`src/rtl/coin_acceptor_if.sv`:
```
// Coin acceptor bus: raw sensor lines and enable in, coin code/reject/occupancy out.
interface coin_acceptor_if #(
  parameter int FIFO_DEPTH = 4
);
  logic                          coin5_raw;
  logic                          coin10_raw;
  logic                          accept_en;
  logic [1:0]                    in_code;
  logic                          coin_reject;
  logic [$clog2(FIFO_DEPTH):0]   fifo_count;

  modport master (
    output coin5_raw, coin10_raw, accept_en,
    input  in_code, coin_reject, fifo_count
  );

  modport slave (
    input  coin5_raw, coin10_raw, accept_en,
    output in_code, coin_reject, fifo_count
  );
endinterface

```
`src/rtl/coin_acceptor.sv`:
```
// Coin acceptor front end: synchronise and debounce the $5/$10 sensors, detect
// coin edges, queue accepted coins and issue each as a one-cycle code plus gap.
//
// state   | meaning
// --------+--------------------------------------------------------------
// S_IDLE  | in_code=00, waiting for a queued coin while accept_en=1
// S_ISSUE | in_code carries the popped coin for exactly one cycle
// S_GAP   | in_code=00 for GAP_CYCLES cycles; may pop the next coin on its last cycle
module coin_acceptor #(
  parameter int DEBOUNCE_CYCLES = 4,
  parameter int FIFO_DEPTH      = 4,
  parameter int GAP_CYCLES      = 1
) (
  input  logic           clk,
  input  logic           reset,
  coin_acceptor_if.slave bus
);

  localparam int PTR_W = $clog2(FIFO_DEPTH);
  localparam int CNT_W = PTR_W + 1;
  localparam int DB_W  = (DEBOUNCE_CYCLES > 1) ? $clog2(DEBOUNCE_CYCLES) : 1;
  localparam int GAP_W = (GAP_CYCLES > 1) ? $clog2(GAP_CYCLES) : 1;

  typedef enum logic [1:0] {
    S_IDLE  = 2'd0,
    S_ISSUE = 2'd1,
    S_GAP   = 2'd2
  } state_t;

  // Reset is asserted asynchronously but released in step with clk.
  logic rst_meta_q, rst_sync_q;
  logic rst_n;

  // Two-flop release synchroniser for the external reset.
  always_ff @(posedge clk or negedge reset) begin
    if (!reset) begin
      rst_meta_q <= 1'b0;
      rst_sync_q <= 1'b0;
    end else begin
      rst_meta_q <= 1'b1;
      rst_sync_q <= rst_meta_q;
    end
  end

  assign rst_n = rst_sync_q;

  // Index 0 is the $5 line, index 1 the $10 line.
  logic [1:0]      raw;
  logic [1:0]      meta_q, sync_q;
  logic [1:0]      deb_q, deb_d, deb_dly_q;
  logic [DB_W-1:0] db_cnt_q [2];
  logic [DB_W-1:0] db_cnt_d [2];
  logic [1:0]      ev;

  assign raw = {bus.coin10_raw, bus.coin5_raw};

  // Debounce: count consecutive samples that disagree with the debounced level.
  always_comb begin
    deb_d = deb_q;
    for (int i = 0; i < 2; i++) begin
      db_cnt_d[i] = '0;
      if (sync_q[i] != deb_q[i]) begin
        if (db_cnt_q[i] == DB_W'(DEBOUNCE_CYCLES - 1)) begin
          deb_d[i] = ~deb_q[i];
        end else begin
          db_cnt_d[i] = db_cnt_q[i] + DB_W'(1);
        end
      end
    end
  end

  // Sensor synchronisers, debounced levels and their one-cycle-delayed copies.
  always_ff @(posedge clk or negedge rst_n) begin
    if (!rst_n) begin
      meta_q    <= '0;
      sync_q    <= '0;
      deb_q     <= '0;
      deb_dly_q <= '0;
      for (int i = 0; i < 2; i++) db_cnt_q[i] <= '0;
    end else begin
      meta_q    <= raw;
      sync_q    <= meta_q;
      deb_q     <= deb_d;
      deb_dly_q <= deb_q;
      for (int i = 0; i < 2; i++) db_cnt_q[i] <= db_cnt_d[i];
    end
  end

  // Only rising debounced edges are coins; release of a sensor is ignored.
  assign ev = deb_q & ~deb_dly_q;

  logic                  full, push, pop, reject_d, reject_q;
  logic [CNT_W-1:0]      fifo_count_q;
  logic [PTR_W-1:0]      wr_ptr_q, rd_ptr_q;
  logic [FIFO_DEPTH-1:0] fifo_mem_q;

  // Full is judged before any pop this cycle, so a coin at full is returned.
  assign full     = (fifo_count_q == CNT_W'(FIFO_DEPTH));
  assign push     = (ev[0] ^ ev[1]) & bus.accept_en & ~full;
  assign reject_d = (ev[0] | ev[1]) & ~push;

  state_t          state_q, state_d;
  logic [GAP_W-1:0] gap_cnt_q, gap_cnt_d;
  logic [1:0]      in_code_q, in_code_d;
  logic            can_pop;
  logic [1:0]      head_code;

  assign can_pop   = (fifo_count_q != '0) & bus.accept_en;
  assign head_code = fifo_mem_q[rd_ptr_q] ? 2'b10 : 2'b01;

  // Issue FSM next state; a coin may be popped straight out of the last gap cycle.
  always_comb begin
    state_d   = state_q;
    gap_cnt_d = gap_cnt_q;
    in_code_d = 2'b00;
    pop       = 1'b0;
    case (state_q)
      S_IDLE: begin
        if (can_pop) begin
          pop       = 1'b1;
          in_code_d = head_code;
          state_d   = S_ISSUE;
        end
      end
      S_ISSUE: begin
        gap_cnt_d = GAP_W'(GAP_CYCLES - 1);
        state_d   = S_GAP;
      end
      S_GAP: begin
        if (gap_cnt_q != '0) begin
          gap_cnt_d = gap_cnt_q - GAP_W'(1);
        end else if (can_pop) begin
          pop       = 1'b1;
          in_code_d = head_code;
          state_d   = S_ISSUE;
        end else begin
          state_d = S_IDLE;
        end
      end
      default: state_d = S_IDLE;
    endcase
  end

  // FSM state, gap down-counter and registered outputs.
  always_ff @(posedge clk or negedge rst_n) begin
    if (!rst_n) begin
      state_q   <= S_IDLE;
      gap_cnt_q <= '0;
      in_code_q <= 2'b00;
      reject_q  <= 1'b0;
    end else begin
      state_q   <= state_d;
      gap_cnt_q <= gap_cnt_d;
      in_code_q <= in_code_d;
      reject_q  <= reject_d;
    end
  end

  // Coin queue: one bit per entry (0 = $5, 1 = $10), pointers wrap naturally.
  always_ff @(posedge clk or negedge rst_n) begin
    if (!rst_n) begin
      fifo_mem_q   <= '0;
      wr_ptr_q     <= '0;
      rd_ptr_q     <= '0;
      fifo_count_q <= '0;
    end else begin
      if (push) begin
        fifo_mem_q[wr_ptr_q] <= ev[1];
        wr_ptr_q             <= wr_ptr_q + PTR_W'(1);
      end
      if (pop) begin
        rd_ptr_q <= rd_ptr_q + PTR_W'(1);
      end
      case ({push, pop})
        2'b10:   fifo_count_q <= fifo_count_q + CNT_W'(1);
        2'b01:   fifo_count_q <= fifo_count_q - CNT_W'(1);
        default: fifo_count_q <= fifo_count_q;
      endcase
    end
  end

  assign bus.in_code     = in_code_q;
  assign bus.coin_reject = reject_q;
  assign bus.fifo_count  = fifo_count_q;

endmodule

```
`src/flat_wrapper.sv`:
```
// flat-port wrapper written by rule: the top's interface ports become plain ports
module coin_acceptor_flat 
#(
  parameter int DEBOUNCE_CYCLES = 4,
  parameter int FIFO_DEPTH      = 4,
  parameter int GAP_CYCLES      = 1
)
  (clk, reset, bus_coin5_raw, bus_coin10_raw, bus_accept_en, bus_in_code, bus_coin_reject, bus_fifo_count);
  coin_acceptor_if #(.FIFO_DEPTH(FIFO_DEPTH)) bus_i ();
  input  logic clk;
  input  logic reset;
  input wire logic [$bits(bus_i.coin5_raw)-1:0] bus_coin5_raw;
  input wire logic [$bits(bus_i.coin10_raw)-1:0] bus_coin10_raw;
  input wire logic [$bits(bus_i.accept_en)-1:0] bus_accept_en;
  output wire logic [$bits(bus_i.in_code)-1:0] bus_in_code;
  output wire logic [$bits(bus_i.coin_reject)-1:0] bus_coin_reject;
  output wire logic [$bits(bus_i.fifo_count)-1:0] bus_fifo_count;
  assign bus_i.coin5_raw = bus_coin5_raw;
  assign bus_i.coin10_raw = bus_coin10_raw;
  assign bus_i.accept_en = bus_accept_en;
  assign bus_in_code = bus_i.in_code;
  assign bus_coin_reject = bus_i.coin_reject;
  assign bus_fifo_count = bus_i.fifo_count;
  coin_acceptor #(.DEBOUNCE_CYCLES(DEBOUNCE_CYCLES), .FIFO_DEPTH(FIFO_DEPTH), .GAP_CYCLES(GAP_CYCLES)) u_core (.clk(clk), .reset(reset), .bus(bus_i));
endmodule
```
`config.mk`:
```
export PLATFORM = sky130hd
export DESIGN_NAME = coin_acceptor_flat
export DESIGN_NICKNAME = d
export VERILOG_FILES = /design/src/rtl/coin_acceptor_if.sv /design/src/rtl/coin_acceptor.sv /design/src/flat_wrapper.sv
export SDC_FILE = /design/constraint.sdc
export NUM_CORES = 1
export LEC_CHECK = 0
export CAP_MARGIN = 10
export CORE_MARGIN = 2
export CORE_UTILIZATION = 54
export DETAILED_ROUTE_END_ITERATION = 7
export PLACE_DENSITY = 0.82
export SKIP_LAST_GASP = 1
export SYNTH_ARGS = -nofsm -noshare
export SYNTH_HDL_FRONTEND = slang
export SYNTH_SLANG_ARGS = --single-unit
```
`constraint.sdc`:
```
create_clock -name clk -period 1 [get_ports clk]
set_input_delay 0.2 -clock clk [delete_from_list [all_inputs] [get_ports clk]]
set_output_delay 0.2 -clock clk [all_outputs]
set_load 0.01 [all_outputs]
```
# After elaboration in Yosys (flattened, before gate mapping)
# Cells that the tools add are included.
totals:
  reg_bits: 31
  inputBits: 5
  output_inout_bits: 6
  elab_cells: 81
op_classes:
  n_addsub: 7
  order_cmp: 3
  eq_ne: 11
  mux: 23
  bitwise: 12
  reduce_logical: 8
ops:
  columns: ["op", "count"]
  rows:
  - ["2-bit 2-to-1 mux", 9]
  - ["2-bit by 1-bit adder with 2-bit output, second input constant", 4]
  - ["2-bit equality test, second input constant", 4]
  - ["2-bit by 3-bit < comparator with 1-bit output, second input constant", 2]
  - ["1-bit 2-to-1 mux", 6]
  - ["2-bit case mux with 3 select lines", 1]
  - ["3-bit case mux with 2 select lines", 1]
  - ["2-bit AND reduction", 3]
  - ["1-bit bitwise AND", 4]
  - ["4-bit bitwise mux", 1]
  - ["2-bit by 1-bit equality test with 1-bit output, second input constant", 2]
  - ["1-bit inverter", 4]
  - ["1-bit case mux with 2 select lines", 2]
  - ["2-bit case mux with 2 select lines", 1]
  - ["2-bit nonzero test", 2]
  - ["3-bit by 1-bit adder with 3-bit output, second input constant", 1]
  - ["3-bit equality test, second input constant", 1]
  - ["3-bit nonzero test", 1]
  - ["3-bit by 1-bit subtractor with 3-bit output, second input constant", 1]
  - ["2-bit bitwise AND", 1]
  - ["1-bit binary-select mux with 2-bit select", 1]
  - ["1-bit demux with 2-bit select", 1]
  - ["2-bit by 1-bit >= comparator with 1-bit output, second input constant", 1]
  - ["2-bit zero test", 1]
  - ["8 further kinds", 9]

# Logic depth before layout (Yosys ltp)
logic_depth:
  word_depth: 7
  ltp_mapped: 12
  depth_no_buf: 12

# Worst setup path before layout
# Ideal clock, no wire load.
synth_path:
  kind: "reg2reg"
  from: "register u_core.deb_q[1]"
  to: "register u_core.fifo_count_q[2] (netlist: u_core.bus.fifo_count[2])"
  setup_ns: 0.079
  t_arrival_ns: 2.098
  t_required_ns: 0.921
  slack_ns: -1.178
  path_stages_with_launch: 13
  n_path_buf: 0
  period_less_slack_ns: 2.178
  cell_sequence: "dfrtp_1 nor2b_1 inv_1 ha_1 nand2_1 nor2_4 inv_1 ha_1 inv_1 fa_1 xor2_1 nor2_1 xor2_1"
synth_via:
  elab_chain_cells: 6
  word_cells_on_any_way: 8
  classes_between: "eq/ne: 2; mux: 1; bitwise: 4; reduce/logical: 1"
synth_rtl:
  columns: ["element", "line_no", "source"]
  rows:
  - ["start: declaration", "coin_acceptor.sv:50", "logic [1:0] deb_q, deb_d, deb_dly_q;"]
  - ["start signal: assignment", "coin_acceptor.sv:77", "deb_q <= '0;"]
  - ["start signal: assignment", "coin_acceptor.sv:83", "deb_q <= deb_d;"]
  - ["2-bit bitwise AND (*)", "coin_acceptor.sv:90", "assign ev = deb_q & ~deb_dly_q;"]
  - ["1-bit XOR (*)", "coin_acceptor.sv:99", "assign push = (ev[0] ^ ev[1]) & bus.accept_en & ~full;"]
  - ["1-bit bitwise AND (*) (2 in a row)", "coin_acceptor.sv:99", null]
  - ["2-bit by 1-bit equality test with 1-bit output or 2-bit equality test (tied branches)", "coin_acceptor.sv:174", "case ({push, pop})"]
  - ["3-bit case mux with 2 select lines or 2-bit nonzero test (tied branches)", null, null]
  - ["end signal: assignment", "coin_acceptor.sv:175", "2'b10: fifo_count_q <= fifo_count_q + CNT_W'(1);"]
  - ["end signal: assignment", "coin_acceptor.sv:176", "2'b01: fifo_count_q <= fifo_count_q - CNT_W'(1);"]
  - ["end signal: assignment", "coin_acceptor.sv:177", "default: fifo_count_q <= fifo_count_q;"]
  - ["end: declaration", "coin_acceptor.sv:93", "logic [CNT_W-1:0] fifo_count_q;"]
# Mark *: on every way between the ends. The rest lies on a longest branch, timed or not.
# A chain may end at the register's enable or synchronous reset.

# Worst setup path after layout
layout_path:
  from: "register u_core.deb_dly_q[1]"
  to: "register u_core.fifo_count_q[2] (netlist: u_core.bus.fifo_count[2])"
layout_via:
  elab_chain_cells: 7
  word_cells_on_any_way: 9
  classes_between: "eq/ne: 2; mux: 1; bitwise: 5; reduce/logical: 1"
layout_rtl:
  columns: ["element", "line_no", "source"]
  rows:
  - ["start: declaration", "coin_acceptor.sv:50", null]
  - ["start signal: assignment", "coin_acceptor.sv:84", "deb_dly_q <= deb_q;"]
  - ["2-bit inverter (*)", "coin_acceptor.sv:90", null]
  - ["2-bit bitwise AND (*)", "coin_acceptor.sv:90", null]
  - ["1-bit XOR (*)", "coin_acceptor.sv:99", null]
  - ["1-bit bitwise AND (*) (2 in a row)", "coin_acceptor.sv:99", null]
  - ["2-bit by 1-bit equality test with 1-bit output or 2-bit equality test (tied branches)", "coin_acceptor.sv:174", null]
  - ["3-bit case mux with 2 select lines or 2-bit nonzero test (tied branches)", null, null]
# Marks and branches as above.

==> flow_summary_export.csv <==
group,metric,value,unit
timing,final-hold-violation-count,0,
synthesis,cell_with_the_most_instances_after_synthesis,"dfrtp_1",
synthesis,synth-edff-count,0,
timing,rsz0062_at_grt,"yes",
cts,cts.sink_count,29,
synthesis,syn_area,1214,um2
outcome,failed_checks,"negative setup slack",
floorplan,chipWidth,51.41,um
synthesis,ys_top_cells_by_area,"dfrtp_1, ha_1, xor2_1",
routing,postRouteWirelength,2434,um
layout,final_cells,162,
timing,fin_hold_ws,22.71,ps
cts,cts_hold_buf,0,
cts,cts_tree,"yes",
synthesis,postSynthRegisterBits,29,
layout,antenna_diode_count,0,
synthesis,synth_top_area_share,59.79,%
worst_hold_path,hold_class,"input port to async pin",
timing,slew_violations,0,
routing,routed_via_density,5.074,
run,max_cap_violations,0,
floorplan,die_height,51.41,um
timing,sum_neg_setup_slack,-8269,ps
timing,worst_clock_skew,6.620,ps
floorplan,floorplan.core_area,2170,um2
global_route,first_global_vias,882,
synthesis,synth_area_per_cell,13.64,um2
cts,cts-root-to-sink-buffers,2,
worst_setup_path,cp_max_fo,2,
routing,wire_per_inst,15.02,um
worst_setup_path,timing_worst_setup_path_type,"register to register",
synthesis,postSynth.topFlopCell,"dfrtp_1",
synthesis,asyncSetResetFlopFracSynth,100.0,%
synthesis,sequential_fraction_of_the_synthesis_area,59.79,%
floorplan,design.die.area,2643,um2
place,portBuffers,10,
synthesis,syn_nets,103,
place,globalplace.congestion,0.7602,
routing,remaining_drc_errors,0,
power_and_ir_drop,peakVddDrop,0.002367,V
cts,cts_inserted_buffers,5,
global_route,maximum_number_of_pins_on_one_net_before_global_route_repair,15,
cts,root_buffer_cell,"clkbuf_4",
routing,drt_iter0_drc,11,
global_route,antenna_violations_before_repair,0,
timing,worst_slack,-935.8,ps
place,pre_cts_ws,-991.0,ps
layout,final_core_utilization,82.30,%
global_route,groute.usage.overall,21.99,%
timing,post-route-period-util,193.6,%
routing,dr.pass1.iters,4,
cts,htree_levels,2,
floorplan,std_cell_rows,17,
synthesis,yosys.cell_types.count,24,
power_and_ir_drop,power_density,3370,nW/um2
routing,drtAntennaViolNets,0,
worst_setup_path,worstSetupStartpointType,"register",
timing,setup_viol_count_final,22,
worst_setup_path,crit_path_end_kind,"register",
synthesis,synth.top_cells.by_count,"dfrtp_1, ha_1, inv_1",
cts,clk_transition_reported_paths,90,ps
timing,maxClockFrequency,0.5166,GHz
routing,dr_total_vias,822,
worst_setup_path,cp.arrival,2190,ps
floorplan,floorplan.initialDensity,55.94,%
synthesis,synth.yosys.warnings,0,
synthesis,synth_area_leader_cell,"dfrtp_1",
worst_setup_path,cp_data_required_time,1260,ps
layout,nNetsFinal,147,
power_and_ir_drop,power.leakage,0.8373,nW
floorplan,floorplan.io_pins,11,
layout,area_growth,47.11,%
timing,final.min_clock_period,1936,ps
global_route,grt.overflow.total,0,
global_route,grt_pass1_wl,4098,um
outcome,status,"finished, violations left",
synthesis,synthesis.instances,89,
cts,clk-insertion-delay-late,330,ps
place,dp.cells,144,
layout,share_of_post_route_cells_with_drive_strength_above_1,54.48,%
place,hpwlAfterDp,1459,um
path summary, 6_finish.rpt:
check	startpoint	end	slack, ps	cells past startpoint
max	u_core.deb_dly_q[1]	u_core.bus.fifo_count[2]	-940	12
min	reset	u_core.rst_n	20	1
max reg2reg	u_core.deb_dly_q[1]	u_core.bus.fifo_count[2]	-940	12
min reg2reg	u_core.rst_n	u_core.db_cnt_q[2]	200	1
max in group asynchronous	u_core.rst_n	u_core.bus.fifo_count[1]	610	1
min in group clk	bus_coin5_raw	u_core.meta_q[0]	310	1
per-stage QoR:
step                      power (mW)  area (um2)
after floorplan                3.346        1256
after global placement         4.179        1519
after detailed placement       4.315        1519
after CTS                      5.592        1688
after global routing           6.440        1785
final                          6.018        1785
cell type report:
| cell class | count | area [um2] |
|---|---|---|
| flip-flops and latches | 29 | 726.9 |
| multi-input cells | 53 | 609.3 |
| fillers | 124 | 384.1 |
| repair buffers | 37 | 317.8 |
| clock buffers | 7 | 65.06 |
| well taps | 28 | 35.03 |
| inverters | 7 | 26.28 |
| clock inverters | 1 | 5.005 |
metal layers:
layer	wire length [um]	vias to the layer above	GRT usage [%]	share of wire, %
li1	-	385	-	-
met1	968	415	25.84	40
met2	1314	16	38.25	54
met3	100	6	6.433	4.1
met4	49	0	7.456	2.0
met5	0	-	0	0
report_power, final:
group          internal [mW]  switching [mW]  total [mW]
sequential              1.63           0.343        1.97
combinational           1.86            1.38        3.24
clock                  0.407           0.400       0.807
worst max-delay path, stage by stage (launching register included):
cell     delay, ps
dfrtp_1        400
nor2b_4        120
inv_2           60
ha_4           230
nand2_4         60
nor2_4          40
inv_2           60
ha_4           130
inv_2           40
fa_2           320
xor2_1         140
nor2_1         120
xor2_1         150
sequential cells by signal (all words and copies together), names as in the netlist:
name,cells
u_core.db_cnt_q,4
u_core.rst_meta_q,1
u_core.bus.fifo_count,3
u_core.fifo_mem_q,4
u_core.bus.coin_reject,1
u_core.deb_q,2
u_core.rd_ptr_q,2
u_core.wr_ptr_q,2
u_core.rst_n,1
u_core.meta_q,2
u_core.deb_dly_q,2
u_core.bus.in_code,2
u_core.sync_q,2
u_core.state_q,1
timing repair:
action	CTS	global route
endpoints found under the hold margin	0	0
pin swaps	7	7
resized for setup	43	17
endpoints found under the setup margin	24	27
setup buffers	7	7
cells by family (layout without fill, tap and decap cells):
group           Yosys count  in the layout  synth area share (%)
buf+inv                   7             52                 2.165
other cells               1              1                0.3090
fa+ha+maj                 9              9                 9.897
flops                    29             29                 59.79
compound gates            9              9                 4.536
mux                       4              4                 4.948
xor+xnor                  8              8                 5.773
simple gates             22             22                 12.58
layout by cell type, fill, tap and decap left out, types with 3 or more instances in the layout:
cell,Yosys,layout
buf_2,0,3
buf_4,0,20
buf_6,0,9
clkbuf_4,0,5
clkdlybuf4s50_1,0,4
dfrtp_1,29,28
ha_1,8,4
inv_1,7,4
inv_2,0,3
mux2_4,1,3
o21ai_1,0,3
o31ai_1,4,3
xor2_1,5,3
No activity file was read; power rests on OpenSTA's default activity.
